==> src/rtl/serial_paralelo_param_pkg.sv <==
// Shared definitions for the serial PHY receive deserializer: FSM state
// encoding, default line symbols and a counter-sizing helper.
package serial_paralelo_param_pkg;

    // Word-alignment FSM states; the encoding is fixed so that other blocks
    // on the lane can decode it.
    typedef enum logic [1:0] {
        HUNT   = 2'd0,
        ALIGN  = 2'd1,
        LOCKED = 2'd2
    } sync_state_e;

    // Default 8-bit comma and idle symbols.
    localparam logic [7:0] PHY_COM_DEFAULT = 8'hBC;
    localparam logic [7:0] PHY_IDL_DEFAULT = 8'h7C;

    // Number of bits needed to hold the values 0..max_val.
    function automatic int cnt_bits(input int max_val);
        return (max_val < 1) ? 1 : $clog2(max_val + 1);
    endfunction

endpackage

==> src/rtl/comma_detector.sv <==
// Serial-in shift register with COM / IDL comparators. word_next is the word
// formed by the stored bits plus the bit sampled on this edge.
module comma_detector
    import serial_paralelo_param_pkg::*;
#(
    parameter int               WIDTH = 8,
    parameter logic [WIDTH-1:0] COM   = WIDTH'(PHY_COM_DEFAULT),
    parameter logic [WIDTH-1:0] IDL   = WIDTH'(PHY_IDL_DEFAULT)
) (
    input  logic             clk_32f,
    input  logic             reset,
    input  logic             data_in,
    output logic [WIDTH-1:0] word_next,
    output logic             is_com,
    output logic             is_idl
);

    // The oldest bit falls out of word_next on the next edge, so only the
    // newest WIDTH-1 bits need storing.
    logic [WIDTH-2:0] sr;

    assign word_next = {sr, data_in};
    assign is_com    = (word_next == COM);
    assign is_idl    = (word_next == IDL);

    // Shift one bit in per edge, MSB first; cleared on reset.
    always_ff @(posedge clk_32f or negedge reset) begin
        if (!reset) begin
            sr <= '0;
        end else begin
            sr <= word_next[WIDTH-2:0];
        end
    end

endmodule

==> src/rtl/serial_paralelo_param.sv <==
// Receive-side deserializer for the serial PHY lane. Hunts for COM at any bit
// offset, locks word alignment after SYNC_COUNT aligned COMs, emits payload
// words with a one-cycle valid strobe and drops back to hunting after
// LOSS_COUNT consecutive misaligned COMs.
module serial_paralelo_param
    import serial_paralelo_param_pkg::*;
#(
    parameter int               WIDTH      = 8,
    parameter logic [WIDTH-1:0] COM        = WIDTH'(PHY_COM_DEFAULT),
    parameter logic [WIDTH-1:0] IDL        = WIDTH'(PHY_IDL_DEFAULT),
    parameter int               SYNC_COUNT = 4,
    parameter int               LOSS_COUNT = 2
) (
    input  logic             clk_32f,
    input  logic             reset,
    input  logic             data_in,
    output logic [WIDTH-1:0] data_out,
    output logic             valid_out,
    output logic             active,
    output logic             sync_lost
);

    localparam int BW = $clog2(WIDTH);
    localparam int CW = cnt_bits(SYNC_COUNT);
    localparam int MW = cnt_bits(LOSS_COUNT);
    localparam logic [BW-1:0] LAST_BIT = BW'(WIDTH - 1);

    sync_state_e      state;
    logic [BW-1:0]    bit_cnt;
    logic [CW-1:0]    com_cnt;
    logic [MW-1:0]    miss_cnt;

    logic [WIDTH-1:0] word_next;
    logic             is_com;
    logic             is_idl;
    logic             boundary;
    logic             sync_reached;
    logic             loss_reached;

    comma_detector #(
        .WIDTH (WIDTH),
        .COM   (COM),
        .IDL   (IDL)
    ) u_comma_detector (
        .clk_32f   (clk_32f),
        .reset     (reset),
        .data_in   (data_in),
        .word_next (word_next),
        .is_com    (is_com),
        .is_idl    (is_idl)
    );

    // Only meaningful in ALIGN/LOCKED; in HUNT the counter free-runs and is
    // re-zeroed on the COM hit that defines the word boundary.
    assign boundary     = (bit_cnt == LAST_BIT);
    assign sync_reached = (int'(com_cnt) + 1) == SYNC_COUNT;
    assign loss_reached = (int'(miss_cnt) + 1) == LOSS_COUNT;

    // Alignment FSM, counters and registered outputs in one clocked process.
    // NOTE: every assignment here is non-blocking so all decisions on an edge
    // see the pre-edge values, matching the flop behaviour in hardware.
    always_ff @(posedge clk_32f or negedge reset) begin
        if (!reset) begin
            state     <= HUNT;
            bit_cnt   <= '0;
            com_cnt   <= '0;
            miss_cnt  <= '0;
            data_out  <= '0;
            valid_out <= 1'b0;
            active    <= 1'b0;
            sync_lost <= 1'b0;
        end else begin
            // NOTE: pulses default low here and are raised below only on the
            // edge that produces them, which makes them exactly one cycle wide.
            valid_out <= 1'b0;
            sync_lost <= 1'b0;
            bit_cnt   <= boundary ? '0 : bit_cnt + BW'(1);

            case (state)
                HUNT: begin
                    if (is_com) begin
                        // This edge completes a COM, so it is a word boundary.
                        bit_cnt <= '0;
                        com_cnt <= CW'(1);
                        if (SYNC_COUNT == 1) begin
                            state  <= LOCKED;
                            active <= 1'b1;
                        end else begin
                            state <= ALIGN;
                        end
                    end
                end

                ALIGN: begin
                    if (boundary) begin
                        if (is_com) begin
                            com_cnt <= com_cnt + CW'(1);
                            if (sync_reached) begin
                                state  <= LOCKED;
                                active <= 1'b1;
                            end
                        end else begin
                            state   <= HUNT;
                            com_cnt <= '0;
                        end
                    end
                end

                LOCKED: begin
                    if (boundary) begin
                        data_out  <= word_next;
                        valid_out <= !is_com && !is_idl;
                        if (is_com) begin
                            miss_cnt <= '0;
                        end
                    end else if (is_com) begin
                        // Comma seen off the word grid: alignment is suspect.
                        if (loss_reached) begin
                            state     <= HUNT;
                            active    <= 1'b0;
                            sync_lost <= 1'b1;
                            miss_cnt  <= '0;
                            com_cnt   <= '0;
                        end else begin
                            miss_cnt <= miss_cnt + MW'(1);
                        end
                    end
                end

                default: begin
                    state <= HUNT;
                end
            endcase
        end
    end

endmodule

==> config.mk <==
export PLATFORM = sky130hd
export DESIGN_NAME = serial_paralelo_param
export DESIGN_NICKNAME = d
export VERILOG_FILES = /design/src/rtl/serial_paralelo_param_pkg.sv /design/src/rtl/comma_detector.sv /design/src/rtl/serial_paralelo_param.sv
export SDC_FILE = /design/constraint.sdc
export NUM_CORES = 1
export LEC_CHECK = 0
export CELL_PAD_IN_SITES_DETAIL_PLACEMENT = 1
export CELL_PAD_IN_SITES_GLOBAL_PLACEMENT = 1
export CORE_MARGIN = 2
export CORE_UTILIZATION = 48
export CTS_CLUSTER_DIAMETER = 60
export DETAILED_ROUTE_END_ITERATION = 10
export GPL_TIMING_DRIVEN = 0
export PLACE_DENSITY = 0.86
export SETUP_SLACK_MARGIN = 0.4
export SLEW_MARGIN = 20
export SYNTH_ARGS = -nofsm -noshare
export SYNTH_HDL_FRONTEND = slang
export SYNTH_SLANG_ARGS = --single-unit
==> constraint.sdc <==
create_clock -name clk_32f -period 3.9 [get_ports clk_32f]
set_clock_uncertainty 0.2 [all_clocks]
set_input_delay 1.17 -clock clk_32f [delete_from_list [all_inputs] [get_ports clk_32f]]
set_output_delay 1.17 -clock clk_32f [all_outputs]
set_load 0.02 [all_outputs]
# Word level (Yosys, flattened, before mapping)
# Index checks and enable logic that the tools add are counted.
dict set report op_classes {
  addsub 5
  n_eq_ne 15
  muxes 35
  n_reduce_logical 11
}
# op n
set ops {}
lappend ops {{3-bit 2-to-1 mux} 9}
lappend ops {{2-bit 2-to-1 mux} 11}
lappend ops {{2-bit != test, second input constant} 7}
lappend ops {{1-bit 2-to-1 mux} 12}
lappend ops {{6-bit AND reduction} 2}
lappend ops {{3-bit case mux with 3 select lines} 1}
lappend ops {{8-bit by 7-bit == test with 1-bit output, second input constant} 1}
lappend ops {{8-bit == test, second input constant} 1}
lappend ops {{7-bit AND reduction} 1}
lappend ops {{3-bit by 1-bit adder with 3-bit output, second input constant} 2}
lappend ops {{2-bit case mux with 3 select lines} 1}
lappend ops {{3-bit by 1-bit adder with 4-bit output, second input constant} 1}
lappend ops {{4-bit by 3-bit == test with 1-bit output, second input constant} 1}
lappend ops {{2-bit AND reduction} 2}
lappend ops {{2-bit by 1-bit adder with 3-bit output, second input constant} 1}
lappend ops {{3-bit by 2-bit == test with 1-bit output, second input constant} 1}
lappend ops {{3-bit == test, second input constant} 1}
lappend ops {{3-bit != test, second input constant} 1}
lappend ops {{3-bit nonzero test} 1}
lappend ops {{2-bit by 1-bit adder with 2-bit output, second input constant} 1}
lappend ops {{2-bit by 1-bit == test with 1-bit output, second input constant} 1}
lappend ops {{2-bit == test, second input constant} 1}
lappend ops {{1-bit zero test} 2}
lappend ops {{2-bit zero test} 1}
lappend ops {{3 further kinds} 3}
dict set report word_totals {
  regBits 28
  out_inout_bits 11
  word_cells 75
}

# Longest topological paths before layout
dict set report logic_depth {
  depth_word 6
  ltp_mapped 8
}

# Hierarchy
# Synthesis repeated with hierarchy kept, for this count alone.
dict set report unflattened {
  cells_unflattened 92
  area_unflattened_um2 1233.7
}
# module n_inst cells_per_inst area_per_inst_um2 seq_area_each_um2
set modules_own_cells {}
lappend modules_own_cells {serial_paralelo_param 1 79 1011.0 525.5}
lappend modules_own_cells {comma_detector 1 13 222.7 175.2}

# Worst setup path before layout
# No wires, ideal clock.
dict set report synth_path {
  kind {in2reg}
  startpoint {in data_in}
  endpoint {reg state[0]}
  t_arrival_ps 2137
  setup_slack_ps 1436
  path_stages 5
  path_buffers 0
  cell_sequence {nand4bb_4 > nor2_4 > o21ai_2 > a21oi_1 > mux2_1}
}
dict set report synth_between {
  elab_chain_cells 4
  elab_cells_between_ends 8
  cone_classes {eq/ne (4); mux (3); reduce/logical (1)}
}
# item line_no
set synth_lines {}
lappend synth_lines {{start: declaration} serial_paralelo_param.sv:16} ;# input logic data_in,
lappend synth_lines {{8-bit == test (*)} comma_detector.sv:23} ;# assign is_com = (word_next == COM);
lappend synth_lines {{2-bit 2-to-1 mux} serial_paralelo_param.sv:96} ;# if (is_com) begin
lappend synth_lines {{2-bit 2-to-1 mux} serial_paralelo_param.sv:95} ;# if (boundary) begin
lappend synth_lines {{2-bit case mux with 3 select lines} serial_paralelo_param.sv:79} ;# case (state)
lappend synth_lines {{end signal: assignment} serial_paralelo_param.sv:86} ;# state <= LOCKED;
lappend synth_lines {{end signal: assignment} serial_paralelo_param.sv:99} ;# state <= LOCKED;
lappend synth_lines {{end signal: assignment} serial_paralelo_param.sv:103} ;# state <= HUNT;
lappend synth_lines {{end: declaration} serial_paralelo_param.sv:28} ;# sync_state_e state;
# Mark *: on every way between the ends. The rest lies on a longest branch, timed or not. The select of a mux whose other input is x is not followed.
# A chain may end at the register's enable or synchronous reset.

# Worst setup path in the final report
dict set report layout_path {
  startpoint {reg active}
  endpoint {out active}
}
# item line_no
set layout_lines {}
lappend layout_lines {{start: declaration} serial_paralelo_param.sv:19} ;# output logic active,
lappend layout_lines {{start signal: assignment} serial_paralelo_param.sv:70} ;# active <= 1'b0;
lappend layout_lines {{start signal: assignment} serial_paralelo_param.sv:87} ;# active <= 1'b1;
lappend layout_lines {{start signal: assignment} serial_paralelo_param.sv:100} ;# active <= 1'b1;
# No word-level cell between the ends.

==> out/metrics.cfg <==
[pwr]
swShare=0.2956
power.density_mw_per_mm2=422.5
netSwitchingPower_uw=183.3
combPwrFrac=0.231
seq_power_share=0.544
leakage_uw=0.0006689
ir_worst_vdd_uv=308.0
clkPwrFrac=0.225
p_int_uw=436.8

[worst_setup_path]
startpoint_type=flop
crit_buf_inv=1
crit_chain=clkdlybuf4s50_1
cp_data_required_time_ns=2.53
cp_top_family=buffers and inverters
criticalPathCategory=flop to output port
slowest_stage=clkdlybuf4s50_1
crit_path_start=active
timing.rr.start=bit_cnt[0]
crit_arrival_ns=1.38
ff2ff_setup_slack_ns=1.63
end_kind=output port
critPathMaxStageDelay_ns=0.63
crit_fanout=3

[route]
maxUsedRoutingLayer=met4
firstDrtPassIters=2
wl_met3_um=108
via_count=808
wirelength_um=2374
via_per_inst=5.611
wl_per_cell_um=16.49
drtIter0Drc=5
postRouteAntennaNets=0
wl_met1_um=936
drcViolationCount=0
met2WireLength_um=1246

[worst_hold_path]
hold_path_class=flop to flop
hp-start=u_comma_detector.sr[0]

[grt]
antenna_found_initial=0
grt_usage=0.1720
grt_start_max_net_pins=29
grt_overflow=0
grt_pass1_vias=893
grt_pass1_wl_um=4091

[clock_tree]
htreeDepth=1
cts_hold_buf=0
clk_pin_slew_ns=0.14
cts_buffers=3
cts_tree=done
clockBufferDepth=2
post-cts-setup-buffers=0
cts_root_buf=clkbuf_4
clock-sinks=28
insertion_delay_ns=0.33
cts-resized-gates=0

[logic_synthesis]
synthesis.nets=109
yosys.area.top_type_share=0.5523
synthTopCellsByCount=dfrtp_1 (28), ha_1 (9), mux2_2 (9)
seq_area_frac_synth=0.5523
synthCells=97
avgSynthCellArea_um2=13.08
async_reset_ff_frac=1.000
synth_most_common_cell=dfrtp_1
ys.flop_type=dfrtp_1
yosysTopAreaCell=dfrtp_1
yosysUniqueCellTypes=31
synth_edf_count=0
ys.warnings.count=0
synth_area_mm2=0.001269
synth.ff_latch_count=28
ys_top_cells_by_area=dfrtp_1 (55%), ha_1 (8.9%), mux2_2 (8.0%)

[sta]
timing.final.crit_period_ns=2.748
finalSetupViolations=0
tns_ns=0
worstMarginPinSlew_ns=0.5896
max_slew_margin=0.6070
whs_ns=0.2308
rsz0062_at_grt=no
fmax_mhz=363.9
finalMaxSlewViolations=0
hold_violations=0
final.period_utilization=0.7047

[floorplanning]
core_area_mm2=0.002500
start_util=0.5075
die-area_mm2=0.003070
ios=14
rows=18
fp.dieH_um=55.41
die_x_um=55.41

[final_layout]
nNetsFinal=127
syn2layout_area_growth_pct=15.68
diodes=0
layout-drive-gt1-share=0.1842

[status]
status=finished, final reports clean

[placed_design]
routabilityCongestion=0.6708
port-buffer-count=13
hpwlAfterDp_um=1823

[run]
max-cap-violations=0

==> worst paths after layout <==
kind                            depth (start not counted)                endpoint
worst min-delay path                                    0  u_comma_detector.sr[1]
min in group asynchronous                               1              com_cnt[2]
worst min register to register                          0  u_comma_detector.sr[1]
worst max register to register                          7                state[0]
max in group asynchronous                               1               sync_lost
worst max-delay path                                    1                  active
==> stage by stage <==
stage	total power, uW	utilization	cell area [um2]	setup slack, ns	instances
after floorplan	445.3	-	1269	1.436	97
after global placement	476.4	0.5746	1436	0.8669	140
after detailed placement	490.5	0.5726	1431	0.8312	140
after CTS	631.2	0.5871	1468	1.150	144
after global routing	659.5	0.5871	1468	1.088	144
final	620.1	0.5871	1468	1.152	144
==> power by group through the flow <==
stage | clock network, uW | registers, uW | logic [uW]
after floorplan | 0 | 338 | 107
after global placement | 0 | 341 | 135
after detailed placement | 0 | 345 | 146
after CTS | 145 | 339 | 147
after global routing | 156 | 342 | 161
final | 139 | 337 | 143
==> metal layers <==
| layer | global-route usage | up-vias |
|---|---|---|
| met5 | 0 | - |
| met3 | 0.06323 | 10 |
| met2 | 0.2840 | 16 |
| met1 | 0.1942 | 411 |
| li1 | - | 371 |
| met4 | 0.08711 | 0 |
==> cells by family (layout without fill, tap and decap cells) <==
group           count (synthesis)  after routing  synth area share
fa+ha+maj                       9              9           0.08876
flops                          28             28            0.5523
mux                            13             13            0.1164
buf+inv                         6             23           0.02367
xor+xnor                        1              1          0.006905
simple gates                   23             23            0.1193
compound gates                 17             17           0.09271
==> area by class of cell <==
class / count / area, um2
Fill cell: 250 / 1032
Sequential cell: 28 / 700.7
Multi-Input combinational cell: 63 / 538.0
Timing Repair Buffer: 13 / 125.1
Tap cell: 30 / 37.54
Clock buffer: 4 / 36.28
Inverter: 5 / 18.77
Buffer: 1 / 11.26
==> state kept, by name, indices dropped and copies added (netlist names) <==
signal,cells
active,1
bit_cnt,3
com_cnt,3
data_out,8
miss_cnt,2
state,2
sync_lost,1
u_comma_detector.sr,7
valid_out,1
==> placed cells by master (no fill, tap or decap), types with 2 or more instances in the layout <==
master,n
dfrtp_1,28
clkbuf_4,3
o21ai_0,6
mux2_2,9
nand2b_1,3
nand2_1,5
mux2i_1,2
clkdlybuf4s50_1,12
ha_1,9
inv_1,5
and2_1,3
a31oi_1,2
nor2_1,5
Power figures use the tool's default switching activity.
